--- src/rtl/reg_write_arbiter.sv ---
// Four-requester round-robin arbiter owning one shared register; a grant must be
// held for HOLD falling edges before the owner's data is written to q/qb.
module reg_write_arbiter #(
   parameter int WIDTH = 8,
   parameter int HOLD  = 2
) (
   input  logic               clk,
   input  logic               reset,
   input  logic [3:0]         req,
   input  logic [4*WIDTH-1:0] wdata,
   output logic [3:0]         gnt,
   output logic [WIDTH-1:0]   q,
   output logic [WIDTH-1:0]   qb,
   output logic               done,
   output logic               busy
);

   typedef enum logic {IDLE, GRANT} state_t;

   localparam logic [3:0] CNT_LAST = 4'(HOLD - 1);

   state_t           state, state_nxt;
   logic [1:0]       ptr, ptr_nxt;
   logic [1:0]       sel, sel_nxt;
   logic [3:0]       cnt, cnt_nxt;
   logic [3:0]       gnt_nxt;
   logic [WIDTH-1:0] q_nxt;
   logic             done_nxt;
   logic [1:0]       pick, idx;
   logic             found;

   // First requester at or after ptr, wrapping modulo 4
   always_comb begin
      pick  = ptr;
      idx   = ptr;
      found = 1'b0;
      for (int k = 0; k < 4; k++) begin
         idx = ptr + 2'(k);
         if (!found && req[idx]) begin
            pick  = idx;
            found = 1'b1;
         end
      end
   end

   always_comb begin
      state_nxt = state;
      ptr_nxt   = ptr;
      sel_nxt   = sel;
      cnt_nxt   = cnt;
      gnt_nxt   = gnt;
      q_nxt     = q;
      done_nxt  = 1'b0;
      case (state)
         IDLE: begin
            if (found) begin
               sel_nxt   = pick;
               gnt_nxt   = 4'b0001 << pick;
               cnt_nxt   = 4'd0;
               state_nxt = GRANT;
            end
         end
         GRANT: begin
            // A dropped request releases the grant without writing
            if (!req[sel]) begin
               gnt_nxt   = 4'b0000;
               ptr_nxt   = sel + 2'd1;
               state_nxt = IDLE;
            end else if (cnt == CNT_LAST) begin
               q_nxt     = wdata[int'(sel)*WIDTH +: WIDTH];
               done_nxt  = 1'b1;
               gnt_nxt   = 4'b0000;
               ptr_nxt   = sel + 2'd1;
               state_nxt = IDLE;
            end else begin
               cnt_nxt = cnt + 4'd1;
            end
         end
         default: state_nxt = IDLE;
      endcase
   end

   always_ff @(negedge clk or posedge reset) begin
      if (reset) begin
         state <= IDLE;
         ptr   <= 2'd0;
         sel   <= 2'd0;
         cnt   <= 4'd0;
         gnt   <= 4'b0000;
         q     <= '0;
         qb    <= '1;
         done  <= 1'b0;
      end else begin
         state <= state_nxt;
         ptr   <= ptr_nxt;
         sel   <= sel_nxt;
         cnt   <= cnt_nxt;
         gnt   <= gnt_nxt;
         q     <= q_nxt;
         qb    <= ~q_nxt;
         done  <= done_nxt;
      end
   end

   assign busy = (state == GRANT);

endmodule

--- config.mk ---
export PLATFORM = sky130hd
export DESIGN_NAME = reg_write_arbiter
export DESIGN_NICKNAME = d
export VERILOG_FILES = /design/src/rtl/reg_write_arbiter.sv
export SDC_FILE = /design/constraint.sdc
export NUM_CORES = 1
export LEC_CHECK = 0
export ABC_AREA = 1
export CORE_UTILIZATION = 46
export DETAILED_ROUTE_END_ITERATION = 16
export GPL_ROUTABILITY_DRIVEN = 0
export GPL_TIMING_DRIVEN = 0
export PLACE_DENSITY = 0.78
export SKIP_CTS_REPAIR_TIMING = 1
export SLEW_MARGIN = 20
export SYNTH_ARGS = -nofsm -noshare
export SYNTH_HDL_FRONTEND = slang
export SYNTH_SLANG_ARGS = --single-unit
--- constraint.sdc ---
create_clock -name clk -period 2.4 [get_ports clk]
set_clock_uncertainty 0.15 [all_clocks]
set_input_delay 0.72 -clock clk [delete_from_list [all_inputs] [get_ports clk]]
set_output_delay 0.72 -clock clk [all_outputs]
set_load 0.02 [all_outputs]
# Word-level counts from Yosys, hierarchy flattened
# Index checks and enable logic that the tools add are counted.
[op_classes] add_sub_neg=5 n_lt_le_gt_ge=5 n_eq_ne=6 n_shift=2 mux=37 n_bitwise=2 reduce_logical=10
[ops] op="indexed part select 32 x 6 -> 8 bit" n=1
[ops] op="2-to-1 mux 4 bit" n=6
[ops] op="2-to-1 mux 8 bit" n=3
[ops] op="case mux 4 bit (2 select lines)" n=2
[ops] op="< comparator 2 x 3 -> 1 bit, second input constant" n=5
[ops] op="2-to-1 mux 1 bit" n=15
[ops] op="binary-select mux 1 bit (select 2 bit)" n=5
[ops] op="2-to-1 mux 2 bit" n=5
[ops] op="inverter 8 bit" n=1
[ops] op="AND reduction 2 bit" n=3
[ops] op="adder 2 x 1 -> 2 bit, second input constant" n=2
[ops] op="adder 2 bit, second input constant" n=2
[ops] op="adder 4 x 1 -> 4 bit, second input constant" n=1
[ops] op="equality test 4 x 1 -> 1 bit, second input constant" n=1
[ops] op="!= test 2 x 1 -> 1 bit, second input constant" n=2
[ops] op="!= test 2 bit, second input constant" n=2
[ops] op="left shift 1 x 2 -> 4 bit, first input constant" n=1
[ops] op="logical AND 1 bit" n=3
[ops] op="zero test 1 bit" n=3
[ops] op="!= test 3 x 2 -> 1 bit, second input constant" n=1
[ops] op="AND reduction 3 bit" n=1
[ops] op="case mux 1 bit (2 select lines)" n=1
[ops] op="inverter 1 bit" n=1
[totals] regBits=30 input_bits=38 output_inout_bits=22 elab_cells=75

# Depth between registers and ports, before layout
# Gate-level depths: netlist of run 1.
[logic_depth] ltp_word=15 mapped_depth=14 mapped_depth_nobuf=13

==> impl_metrics.toml, run 1 <==
[run_status]
outcome = "finished with violations"
violations = "negative setup slack"

[drt]
wl_per_cell_um = 16.5
drt_iter0_markers = 225
vias_per_cell = 5.48
met1_length_um = 2640
ant_nets = 0
drcViolationCount = 0
drt_wl_total_um = 6660
top_layer_used = "met4"
drt_pass1_iterations = 5
vias = 2212
wl_met2_um = 3470
met3WireLength_um = 350

[setup_path]
path_buf_inv = 2
worst-path-stages = 10
crit_chain = "buf_12 > nand2_2 > nand3_1 > nand2_2 > buf_4 > nand2_2 > o21ai_4 > nand2_4 > nand2_2 > o21ai_2"
rrSetupSlack_ns = 0.16
cp_top_family = "simple AND/OR/NAND/NOR gates"
crit_start = "req[3]"
endpoint = "cnt[3]$_DFFE_NP0P_"
arrival_ns = 1.88
slowest_stage = "o21ai_4"
rr_worst_depth = 11
path_max_fanout = 6
rr_endpoint = "cnt[3]$_DFFE_NP0P_"
rr_startpoint = "ptr[0]$_DFFE_NP0P_"
path_common_cell = "nand2_2"
required_ns = 1.19
crit_type = "input port to register"
max_stage_delay_ns = 0.29
startpoint_type = "input port"
crit_path_end_kind = "register"

[timing]
setup_violations = 52
relSlewSlack_pct = 66.4
rsz0062_at_grt = "yes"
fin_ws_ns = -0.687
final-max-slew-violation-count = 0
setup_tns_ns = -27.88
worst_pin_slew_ns = 0.503
hold_violations = 0

[synth]
async_flop_share_pct = 100
avgSynthCellArea_um2 = 7.32
synthesis.nets = 286
synth_edf_count = 0
synth-seq-cells = 30
synth_ff_type = "dfrtn_1"
postSynthCellCount = 246
yosysUniqueCellTypes = 27
syn-cell-area_um2 = 1800
yosys_warnings = 0
yosysSeqAreaShare_pct = 42.2

[die]
core_area_um2 = 3720
die_area_um2 = 4170
fp-row-count = 22
die_y_um = 64.6
ios = 60
dieWidth_um = 64.6
start_util_pct = 48.5

[cells_and_area]
drive_gt1_share_pct = 46.1
synthToLayoutAreaGrowth_pct = 86.3
n_antenna_cell = 0
fin_area_um2 = 3360
layout.nets = 395

[clock_tree]
clkTransAtPathRegs_ns = 0.05
cts_max_path_buffers = 2
cts.sinks = 30
cts_tree = "done"
clock_latency_ns = 0.29
cts_buffers = 5
root_buffer = "clkbuf_8"
cts_max_level = 2

[worst_hold_path]
min_path_type = "register to register"

[global_route]
grt_pass1_vias = 1712
overflow = 0
antenna_found_initial = 0
track_usage_pct = 24.0
grt_pass1_wl_um = 7670
grt_max_degree = 31

[place]
portBuffers = 59
dp_hpwl_um = 3530
place_area_um2 = 2570

[power]
powerDensity_nw_per_um2 = 1480
vdd.ir_drop.worst_mv = 1.11
p_leak_nw = 1.60
total_power_mw = 4.96

[run]
maxCapViolations = 0
[worst min-delay path by stage]
stage          depth (start not counted)                  to                from  slack, ns
3_3_place_gp                           2  gnt[3]$_DFFE_NP0P_  gnt[3]$_DFFE_NP0P_       0.28
3_5_place_dp                           2  gnt[0]$_DFFE_NP0P_  gnt[0]$_DFFE_NP0P_       0.27
4_1_cts                                2  gnt[1]$_DFFE_NP0P_  gnt[1]$_DFFE_NP0P_       0.28
2_1_floorplan                          1  cnt[0]$_DFFE_NP0P_  cnt[0]$_DFFE_NP0P_       0.29
5_1_grt                                2  gnt[3]$_DFFE_NP0P_  gnt[3]$_DFFE_NP0P_       0.35
6_report                               2  gnt[2]$_DFFE_NP0P_  gnt[2]$_DFFE_NP0P_       0.30
[power by group]
group / internal [mW] / switching [mW]
registers: 0.799 / 0.171
logic: 1.44 / 1.94
clock network: 0.379 / 0.237
total: 2.61 / 2.35
[layer usage]
| layer | track usage, % | vias to the layer above |
|---|---|---|
| met5 | 0 | - |
| met4 | 6.94 | 0 |
| met3 | 6.87 | 23 |
| met2 | 38.6 | 89 |
| met1 | 31.2 | 1081 |
| li1 | - | 1019 |
[sequential cells by signal, indices dropped and copies added (netlist names)]
| register | cells |
|---|---|
| sel | 2 |
| done | 1 |
| qb | 8 |
| gnt | 4 |
| ptr | 2 |
| busy | 1 |
| cnt | 4 |
| q | 8 |
[logic make-up after synthesis]
group,share of synthesized area [%]
adder cells (fa/ha/maj),1.39
AND/OR/NAND/NOR,30.9
XOR/XNOR,0.972
flip-flops,42.2
AO/OA/AOI/OAI,15.6
buffers and inverters,8.96
[final cells by class]
cell class                 instances  area [um^2]
inverter                          26          149
clock inverter                    11         86.3
fill                             155          360
multi-input combinational        180         1170
buffer                             9         70.1
clock buffer                       5         68.8
timing repair inverter             1         7.51
tap                               48         60.1
timing repair buffer              94          980
sequential                        30          761
[stage by stage]
step	util, %	setup WS, ns	hold slack [ns]	std cells
6_report	90.3	-0.687	0.300	404
3_5_place_dp	69.1	-1.56	0.275	353
5_1_grt	90.3	-0.732	0.352	404
2_1_floorplan	-	-0.717	0.291	246
4_1_cts	73.1	-1.27	0.282	368
3_3_place_gp	69.1	-1.56	0.280	353
[synth_stat cells, types with 2 or more instances]
| cell | number | area, um^2 |
|---|---|---|
| nand3_1 | 21 | 105 |
| inv_1 | 24 | 90.1 |
| ha_1 | 2 | 25.0 |
| nor2_1 | 23 | 86.3 |
| o221ai_1 | 8 | 70.1 |
| buf_2 | 2 | 10.0 |
| nand2_1 | 75 | 282 |
| buf_6 | 2 | 22.5 |
| clkbuf_1 | 4 | 15.0 |
| dfstp_2 | 8 | 210 |
| o21ai_2 | 2 | 17.5 |
| a21oi_1 | 3 | 15.0 |
| dfrtn_1 | 22 | 551 |
| nand2_4 | 2 | 22.5 |
| o21ai_0 | 31 | 155 |
| nand4_1 | 3 | 18.8 |
| nand2_2 | 4 | 25.0 |
[tightest hold or removal path: cells and delay by family, from the launching register on]
family / cells / cell delay, ns
flip-flops: 1 / 0.42
AND/OR/NAND/NOR: 2 / 0.11
[cell usage in the layout, fill, tap and decap left out, drive strengths merged, types with 2 or more instances in the layout]
master	count
clkinv	4
a21oi	3
dfstp	8
ha	2
o221ai	8
inv	30
clkdlybuf4s50	32
clkinvlp	2
nand4	3
nand3	21
o21ai	34
dfrtn	22
nor2	25
clkbuf	10
nand2	81
buf	65
bufinv	2
(Power assumes the default switching activity.)
==> run 2: changes to the inputs <==
--- a/config.mk
+++ b/config.mk
@@ -10,7 +10,7 @@
 export DETAILED_ROUTE_END_ITERATION = 16
 export GPL_ROUTABILITY_DRIVEN = 0
 export GPL_TIMING_DRIVEN = 0
-export PLACE_DENSITY = 0.78
+export PLACE_DENSITY = 0.83
 export SKIP_CTS_REPAIR_TIMING = 1
 export SLEW_MARGIN = 20
 export SYNTH_ARGS = -nofsm -noshare
==> impl_metrics.toml, run 2 (same netlist as run 1, synthesis figures left out) <==
[power]
p_leak_nw = 1.57
powerDensity_nw_per_um2 = 1530
vdd.ir_drop.worst_mv = 0.977

[setup_path]
crit_chain = "buf_6"
crit_type = "register to primary output"
crit_path_end_kind = "primary output"
arrival_ns = 2.27
path_max_fanout = 1
startpoint_type = "register"
cp_top_family = "flip-flops"
max_stage_delay_ns = 0.56
path_buf_inv = 1
slowest_stage = "dfstp_2"
required_ns = 1.53

[timing]
hold_violations = 0
worst_hold_slack_ns = 0.315
worst_pin_slew_ns = 0.612
rsz0062_at_grt = "yes"
fin_ws_ns = -0.735
relSlewSlack_pct = 59.2
setup_violations = 52
setup_tns_ns = -30.68
final-max-slew-violation-count = 0

[clock_tree]
cts_max_path_buffers = 2
cts_tree = "done"
root_buffer = "clkbuf_8"
clock_latency_ns = 0.29
cts.sinks = 30
cts_max_level = 2
clkTransAtPathRegs_ns = 0.09
cts_buffers = 5

[drt]
wl_met2_um = 4130
ant_nets = 0
vias_per_cell = 5.97
vias = 2407
wl_per_cell_um = 20.1
drt_wl_total_um = 8090
drt_iter0_markers = 304
drcViolationCount = 0
top_layer_used = "met4"
met3WireLength_um = 604
drt_pass1_iterations = 5
met1_length_um = 2820

[run_status]
outcome = "finished with violations"
violations = "negative setup slack"

[die]
core_area_um2 = 3720
ios = 60
fp-row-count = 22
dieWidth_um = 64.6
die_area_um2 = 4170
start_util_pct = 48.5
die_y_um = 64.6

[global_route]
track_usage_pct = 25.4
grt_pass1_wl_um = 7960
grt_pass1_vias = 1753
antenna_found_initial = 0
overflow = 0
grt_max_degree = 31

[cells_and_area]
drive_gt1_share_pct = 45.1
layout.nets = 394
n_antenna_cell = 0
reg_top3 = "q: 8 flops, qb: 8 flops"
final_common_cell = "nand2_1"
layout_common_cells = "nand2_1, buf_6, clkdlybuf4s50_1, inv_1"
synthToLayoutAreaGrowth_pct = 84.9

[place]
dp_hpwl_um = 3600
dp_slack_ns = -1.57
portBuffers = 59

[worst_hold_path]
min_path_type = "register to register"

[run]
maxCapViolations = 0
run 2: cell count changes in the layout (fill, tap and decap cells not counted), moves of 3 or more:
cell,delta
nand2_1,+6
buf_4,-5
o21ai_4,+5
nand3_1,-4
nand3_2,+4
o21ai_2,-4
buf_6,+3
nand2_2,-3
nand2_4,-3
run 2: final cells by class:
cell class	count	area, um^2
clock inverter	9	35.0
timing repair inverter	2	15.0
buffer	9	70.1
fill	161	385
multi-input combinational	180	1190
tap	48	60.1
clock buffer	7	97.6
sequential	30	761
inverter	26	139
timing repair buffer	92	966
run 2: path summary, 6_finish.rpt:
path	start	to	slack [ns]	cells past startpoint
hold / removal	gnt[3]$_DFFE_NP0P_	gnt[3]$_DFFE_NP0P_	0.32	2
max in group asynchronous	reset	qb[0]$_DFF_NP1_	0.23	2
hold reg to reg	gnt[3]$_DFFE_NP0P_	gnt[3]$_DFFE_NP0P_	0.32	2
setup / recovery	qb[4]$_DFF_NP1_	qb[4]	-0.74	1
min in group asynchronous	reset	q[2]$_DFF_NP0_	1.52	2
setup reg to reg	ptr[0]$_DFFE_NP0P_	sel[0]$_DFFE_NP0P_	0.21	10
run 2: report_power, final:
group          internal, mW  total (mW)  switching, mW
sequential            0.799        1.00          0.203
combinational          1.49        3.56           2.07
clock                 0.284       0.540          0.255
run 2: layer usage:
layer	up-vias	global-route usage, %
met5	-	0
met4	0	11.1
met3	64	5.28
met2	196	41.2
met1	1126	32.7
li1	1021	-
run 2: metrics by stage:
step	cells	power, mW	utilization [%]	cell area [um^2]
floorplan	246	2.55	-	1920
global placement	353	3.22	69.1	2570
detailed placement	353	3.28	69.1	2570
CTS	368	3.80	72.5	2700
global route	403	5.31	89.6	3330
finish	403	5.10	89.6	3330
==> run 3: changes to the inputs <==
--- a/config.mk
+++ b/config.mk
@@ -10,7 +10,8 @@
 export DETAILED_ROUTE_END_ITERATION = 16
 export GPL_ROUTABILITY_DRIVEN = 0
 export GPL_TIMING_DRIVEN = 0
-export PLACE_DENSITY = 0.83
+export PLACE_DENSITY = 0.84
+export RECOVER_POWER = 100
 export SKIP_CTS_REPAIR_TIMING = 1
 export SLEW_MARGIN = 20
 export SYNTH_ARGS = -nofsm -noshare
==> impl_metrics.toml, run 3 (same netlist as run 1, synthesis figures left out) <==
[die]
die_y_um = 64.6
die_area_um2 = 4170
ios = 60
core_area_um2 = 3720
fp-row-count = 22
start_util_pct = 48.5
dieWidth_um = 64.6

[setup_path]
startpoint_type = "input port"
slowest_stage = "nand4_1"
worst-path-stages = 11
rr_worst_depth = 12
rrSetupSlack_ns = 0.16
max_stage_delay_ns = 0.23
rr_endpoint = "gnt[3]$_DFFE_NP0P_"
crit_start = "req[3]"
endpoint = "gnt[3]$_DFFE_NP0P_"
path_common_cell = "nand2_1"
crit_type = "input port to register"
crit_chain = "buf_6 > nand2_1 > nand3_1 > nand2_2 > nand4_1 > buf_4 > nand2_1 > nand2_1 > nor2_2 > nand2_1 > nand2_1"
crit_path_end_kind = "register"
arrival_ns = 2.08
rr_startpoint = "ptr[0]$_DFFE_NP0P_"
path_max_fanout = 5
path_buf_inv = 2
cp_top_family = "simple AND/OR/NAND/NOR gates"
required_ns = 1.37

[drt]
drt_iter0_markers = 155
vias = 2270
drcViolationCount = 0
drt_wl_total_um = 7190
wl_per_cell_um = 18.2
ant_nets = 0
drt_pass1_iterations = 4
vias_per_cell = 5.75

[power]
p_switching_mw = 2.33
p_int_mw = 2.40
p_clk_share_pct = 11.8
combPwrFrac_pct = 67.4
p_leak_nw = 1.49
p_seq_share_pct = 20.8
total_power_mw = 4.73
vdd.ir_drop.worst_mv = 0.840
powerDensity_nw_per_um2 = 1500
switching_share_pct = 49.2

[clock_tree]
cts_max_path_buffers = 2
clkTransAtPathRegs_ns = 0.05
cts_max_level = 2
clock_latency_ns = 0.29
cts_tree = "done"
cts.sinks = 30
cts_buffers = 5
root_buffer = "clkbuf_8"

[place]
dp_hpwl_um = 3560
portBuffers = 59

[timing]
hold_violations = 0
rsz0062_at_grt = "yes"
worst_pin_slew_ns = 0.601
worst_hold_slack_ns = 0.303
fin_ws_ns = -0.710
setup_violations = 52
final-max-slew-violation-count = 0
setup_tns_ns = -29.02
relSlewSlack_pct = 59.9

[cells_and_area]
final_common_cell = "nand2_1"
nFillCells = 189
drive_gt1_share_pct = 40.1
n_antenna_cell = 0
fin_util_pct = 84.9
multi_input_area_um2 = 1120
synthToLayoutAreaGrowth_pct = 75.1
layout.nets = 386
reg_top3 = "q: 8 flops, qb: 8 flops"
layout_common_cells = "nand2_1, buf_6, clkdlybuf4s50_1, inv_1"
regArea_um2 = 761

[run_status]
outcome = "finished with violations"
violations = "negative setup slack"

[global_route]
track_usage_pct = 25.9
grt_pass1_vias = 1826
overflow = 0
antenna_found_initial = 0
grt_max_degree = 31
grt_pass1_wl_um = 8190

[worst_hold_path]
min_path_type = "register to register"

[run]
maxCapViolations = 0
[run 3: final cells by class]
class	instances	share of cell area [%]
Buffer	9	2.22
Clock buffer	7	3.41
Clock inverter	9	1.23
Inverter	26	4.09
Multi-Input combinational cell	180	35.6
Sequential cell	30	24.1
Tap cell	48	1.90
Timing Repair Buffer	85	27.2
Timing Repair inverter	1	0.238
[run 3: worst min-delay path by stage]
| stage | slack (ns) | endpoint | cells after the start | startpoint |
|---|---|---|---|---|
| floorplan | 0.29 | cnt[0]$_DFFE_NP0P_ | 1 | cnt[0]$_DFFE_NP0P_ |
| global placement | 0.28 | gnt[1]$_DFFE_NP0P_ | 2 | gnt[1]$_DFFE_NP0P_ |
| detailed placement | 0.28 | gnt[0]$_DFFE_NP0P_ | 2 | gnt[0]$_DFFE_NP0P_ |
| CTS | 0.28 | gnt[0]$_DFFE_NP0P_ | 2 | gnt[0]$_DFFE_NP0P_ |
| global route | 0.33 | gnt[0]$_DFFE_NP0P_ | 2 | gnt[0]$_DFFE_NP0P_ |
| finish | 0.30 | gnt[0]$_DFFE_NP0P_ | 2 | gnt[0]$_DFFE_NP0P_ |
[run 3: power groups by stage]
| stage | clock network [mW] | logic [mW] | registers (mW) |
|---|---|---|---|
| CTS | 0.557 | 2.31 | 0.947 |
| detailed placement | 0.0231 | 2.30 | 0.952 |
| floorplan | 0.0231 | 1.37 | 1.15 |
| global route | 0.597 | 3.37 | 1.00 |
| global placement | 0.0231 | 2.27 | 0.943 |
| finish | 0.557 | 3.19 | 0.984 |
[run 3: worst register-to-register path: cells and delay by family, from the launching register on]
kind | cells | cell delay [ns]
AND/OR/NAND/NOR | 9 | 1.03
buffers and inverters | 3 | 0.49
flip-flops | 1 | 0.61
[run 3: layer usage]
layer | global-route usage (%) | vias to the layer above | wire length (um)
met4 | 9.44 | 0 | 393
met1 | 32.5 | 1097 | 2680
li1 | - | 1006 | -
met3 | 7.92 | 38 | 466
met5 | 0 | - | 0
met2 | 42.0 | 129 | 3650
[run 3: per-stage QoR]
step | area (um^2) | cells | setup slack (ns)
3_3_place_gp | 2570 | 353 | -1.56
5_1_grt | 3150 | 395 | -0.774
4_1_cts | 2710 | 368 | -1.28
2_1_floorplan | 1920 | 246 | -0.717
3_5_place_dp | 2570 | 353 | -1.57
6_report | 3150 | 395 | -0.710
